===== config.mk =====
export PLATFORM = sky130hd
export DESIGN_NAME = fetch_ctrl
export DESIGN_NICKNAME = d
export VERILOG_FILES = /design/src/rtl/fetch_ctrl_pkg.sv /design/src/rtl/fetch_ctrl_sat_counter.sv /design/src/rtl/fetch_ctrl.sv
export SDC_FILE = /design/constraint.sdc
export NUM_CORES = 1
export LEC_CHECK = 0
export CAP_MARGIN = 0
export CORE_UTILIZATION = 48
export CTS_CLUSTER_SIZE = 30
export DETAILED_ROUTE_END_ITERATION = 16
export HOLD_SLACK_MARGIN = 0.05
export PLACE_DENSITY = 0.86
export SYNTH_ARGS = -nofsm -noshare
export SYNTH_HDL_FRONTEND = slang
export SYNTH_SLANG_ARGS = --single-unit

===== constraint.sdc =====
create_clock -name clk -period 5.7 [get_ports clk]
set_input_delay 0.57 -clock clk [delete_from_list [all_inputs] [get_ports clk]]
set_output_delay 0.57 -clock clk [all_outputs]
set_load 0.1 [all_outputs]

===== src/rtl/fetch_ctrl_pkg.sv =====
// fetch_ctrl_pkg: shared fetch FSM encoding and NOP instruction
package fetch_ctrl_pkg;
    localparam logic [31:0] NOP_INSTR = 32'h00000013;
    typedef enum logic [1:0] {
        IDLE  = 2'd0,
        REQ   = 2'd1,
        WAIT  = 2'd2,
        VALID = 2'd3
    } state_t;
endpackage


===== src/rtl/fetch_ctrl_sat_counter.sv =====
// sat_counter: saturating up-counter with synchronous clear
module sat_counter #(
    parameter int WIDTH = 32
) (
    input  logic             clk,
    input  logic             rst,
    input  logic             clr,
    input  logic             inc,
    output logic [WIDTH-1:0] cnt
);
    always_ff @(posedge clk or posedge rst) begin
        if (rst)
            cnt <= '0;
        else if (clr)
            cnt <= '0;
        else if (inc && !(&cnt))
            cnt <= cnt + WIDTH'(1);
    end
endmodule


===== src/rtl/fetch_ctrl.sv =====
// fetch_ctrl: single-outstanding instruction fetch sequencer with flush discard and stall counter
module fetch_ctrl
    import fetch_ctrl_pkg::*;
#(
    parameter int          CNT_W = 32,
    parameter logic [31:0] NOP   = NOP_INSTR
) (
    input  logic             clk,
    input  logic             rst,
    input  logic [31:0]      pc_i,
    input  logic             PL_stall,
    input  logic             PL_flush,
    output logic             mem_req,
    output logic [31:0]      mem_addr,
    input  logic             mem_gnt,
    input  logic             mem_rvalid,
    input  logic [31:0]      mem_rdata,
    output logic [31:0]      instr_o,
    output logic             instr_valid,
    output logic             fetch_stall,
    input  logic             cnt_clr,
    output logic [CNT_W-1:0] stall_cnt
);
    state_t      state, state_n;
    logic        drop, drop_n;
    logic [31:0] addr_n;
    logic [31:0] instr_q, instr_n;

    assign mem_req     = state == REQ;
    assign instr_valid = state == VALID;
    assign fetch_stall = state != VALID;
    assign instr_o     = instr_valid ? instr_q : NOP;

    always_ff @(posedge clk or posedge rst) begin
        if (rst) begin
            state    <= IDLE;
            drop     <= 1'b0;
            mem_addr <= '0;
            instr_q  <= NOP;
        end else begin
            state    <= state_n;
            drop     <= drop_n;
            mem_addr <= addr_n;
            instr_q  <= instr_n;
        end
    end

    // A flushed transfer is never withdrawn; drop marks its response for discard.
    always_comb begin
        state_n = state;
        drop_n  = drop;
        addr_n  = mem_addr;
        instr_n = instr_q;
        case (state)
            IDLE: begin
                if (!PL_flush) begin
                    addr_n  = pc_i;
                    state_n = REQ;
                end
            end
            REQ: begin
                if (PL_flush)
                    drop_n = 1'b1;
                if (mem_gnt)
                    state_n = WAIT;
            end
            WAIT: begin
                if (mem_rvalid) begin
                    if (drop || PL_flush) begin
                        drop_n  = 1'b0;
                        state_n = IDLE;
                    end else begin
                        instr_n = mem_rdata;
                        state_n = VALID;
                    end
                end else if (PL_flush) begin
                    drop_n = 1'b1;
                end
            end
            VALID: begin
                if (PL_flush || !PL_stall) begin
                    instr_n = NOP;
                    state_n = IDLE;
                end
            end
        endcase
    end

    sat_counter #(.WIDTH(CNT_W)) u_stall_cnt (
        .clk (clk),
        .rst (rst),
        .clr (cnt_clr),
        .inc (fetch_stall),
        .cnt (stall_cnt)
    );
endmodule


==> reports/metrics.cfg <==
[floorplan]
dieArea_um2=9930
core_area_um2=9240
fp-row-count=35
io_pins=170
die_w_um=99.7
die_h_um=99.7
start_util_pct=49.5

[clock_network]
cts.repair.resized=0
worstSkewPairLatency_ps=350
cts_hold_buf=0
cts_htree_levels=3
root_buffer=clkbuf_8
clkTransAtPathRegs_ps=90
cts_buffer_depth=2
cts_tree=built
cts.sinks=99
post-cts-setup-buffers=0
numCtsBuffers=9

[power]
vdd_drop_max_uv=532
powerDensity_nw_per_um2=554
leakagePower_nw=2.64
finalPower_w=0.00365

[synth]
syn_nets=533
yosysTopAreaCellShare_pct=52.5
ys_ff_latch=99
synth_warnings=0
ys_top_cells_by_area=dfrtp_1 (52%), mux2_2 (9.3%), o21ai_0 (4.8%)
avgSynthCellArea_um2=9.93
yosysUniqueCellTypes=38
ys_seq_area_share_pct=54.2
syn_area_um2=4580
yosysTopAreaCell=dfrtp_1
synth_cells=461

[cells_and_area]
mostFrequentLayoutCell=clkdlybuf4s50_1
nets=692
n_antenna_cell=0
syn_to_final_growth_pct=44.2
multiInputGateArea_um2=1870
drive_gt1_share_pct=11.5
design_area_um2=6600
ff_latch_area_um2=2480
fillers=715
final_cell_mix=clkdlybuf4s50_1 (169), dfrtp_1 (96), nor2_1 (54), o21ai_0 (44), nand3_1 (39)

[min_path]
hp-start=instr_q[1]
hold_path_end=instr_q[1]
holdCritPathClass=register to register
whs_path_depth=2

[sta]
slew_headroom_pct=32.0
worst_slew_pin_slew_ps=1020
tns_ps=0
setup_viol=0
period_minus_slack_ps=3770
grt_setup_unrepaired=no
finalCritPeriodShare_pct=66.2
fin_hold_ws_ps=508
slew_violations=0
fin_worst_skew_ps=14.6
fmax_mhz=265
hold_viol=0

[detailed_routing]
wl_met1_um=4590
wl_met3_um=774
highest_layer=met4
vias=4048
viasPerCell=5.37
wl_met2_um=5760
drt_iter0_drc=135
drc=0
drtAntennaViolNets=0
wl_um=11300
dr.pass1.iters=4
routedWlPerCell_um=15.0

[global_routing]
grt_pass1_wl_um=18500
grt_pass1_vias=3879
grt_use_total_pct=23.4
grt_max_degree=65
antenna_found_initial=0
grt_overflow=0

[placement]
gp_congestion=0.803
place_area_um2=6390
post-dp-hpwl_um=8250
io_buffers=169

[critical_path]
r2r-end=u_stall_cnt.cnt[31]
required_ps=5130
reg2reg_from=state[0]
crit_fanout=63
slowest_delay_ps=1290
crit_buf_inv=2
end_kind=output pin
critical-path-top-delay-family=buffers and inverters
rr_worst_depth=6
path_cells=and2_1 -> inv_2 -> clkdlybuf4s50_1
regToRegSetupSlack_ps=2940
start_kind=register
cp_slowest_cell=clkdlybuf4s50_1
arrival_ps=3200
critPathKind=register to output pin

[run_status]
status=complete, no violations

[flow_run]
maxCapViolations=0

[layer usage]
layer	up-vias	global-route usage, %
li1	1928	-
met4	0	7.81
met3	16	6.32
met5	-	0
met1	1962	28.6
met2	142	40.2
[worst max-delay path by stage]
| stage | to | from | cells after the start |
|---|---|---|---|
| after floorplan | instr_o[22] | state[0] | 6 |
| after global placement | fetch_stall | state[0] | 3 |
| after detailed placement | fetch_stall | state[0] | 3 |
| after CTS | fetch_stall | state[0] | 3 |
| after global routing | fetch_stall | state[0] | 3 |
| final | fetch_stall | state[0] | 3 |
[kinds of logic (layout without fill, tap and decap cells)]
kind of cell,count (synthesis),after routing,share of synthesized area [%]
muxes,40,40,9.78
and+or+nand+nor,167,167,19.2
xor gates and xnor gates,3,3,0.574
buffers and inverters,64,228,5.36
DFF,99,99,54.2
AOI/OAI and AO/OA,87,87,10.6
adders and majority gates,1,1,0.273
[Yosys cell counts (all sizes together)]
library cell and n:
a211o 2, a21oi 27, and2 2, and3 1, and3b 1, and4 4, buf 6, clkbuf 22
dfrtp 96, dfstp 3, ha 1, inv 36, mux2 38, mux2i 2, nand2 12, nand2b 4
nand3 39, nand4 9, nand4b 1, nor2 54, nor2b 6, nor3 1, nor4 5, nor4b 1
o21a 2, o21ai 44, o311ai 1, o31ai 11, or3 15, or3b 1, or4 11, xnor2 1
xor2 2
[area by class of cell]
class                   count  share of cell area [%]
flip-flops and latches     99                    37.6
clock inverters             6                    1.08
multi-input cells         298                    28.3
well taps                 129                    2.45
clock buffers              10                    2.08
repair buffers            176                    26.4
inverters                  36                    2.08
[through the flow]
step / cells / utilization [%] / worst slack, ps
floorplan: 461 / - / 1650
global placement: 738 / 69.2 / 2370
detailed placement: 738 / 69.2 / 2280
CTS: 754 / 71.4 / 1890
global route: 754 / 71.4 / 1720
finish: 754 / 71.4 / 1930
[report_power, final]
| group | internal [W] | leakage (nW) | total, W | switching (W) |
|---|---|---|---|---|
| clock | 0.000221 | 0.105 | 0.000469 | 0.000248 |
| combinational | 0.000535 | 1.28 | 0.00212 | 0.00158 |
| sequential | 0.000945 | 1.25 | 0.00107 | 0.000123 |
| total | 0.00170 | 2.64 | 0.00365 | 0.00195 |
[worst register-to-register path: stages, from the launching register on]
cell	delay, ps
dfrtp_1	490
and2_1	320
inv_2	750
o31ai_2	150
buf_4	240
nor4_1	330
mux2_2	370
[flip-flops by register name (all words and copies together) (netlist names)]
signal / cells
mem_addr: 32
drop: 1
instr_q: 32
state: 2
u_stall_cnt.cnt: 32
No activity file was read; power rests on OpenSTA's default activity.
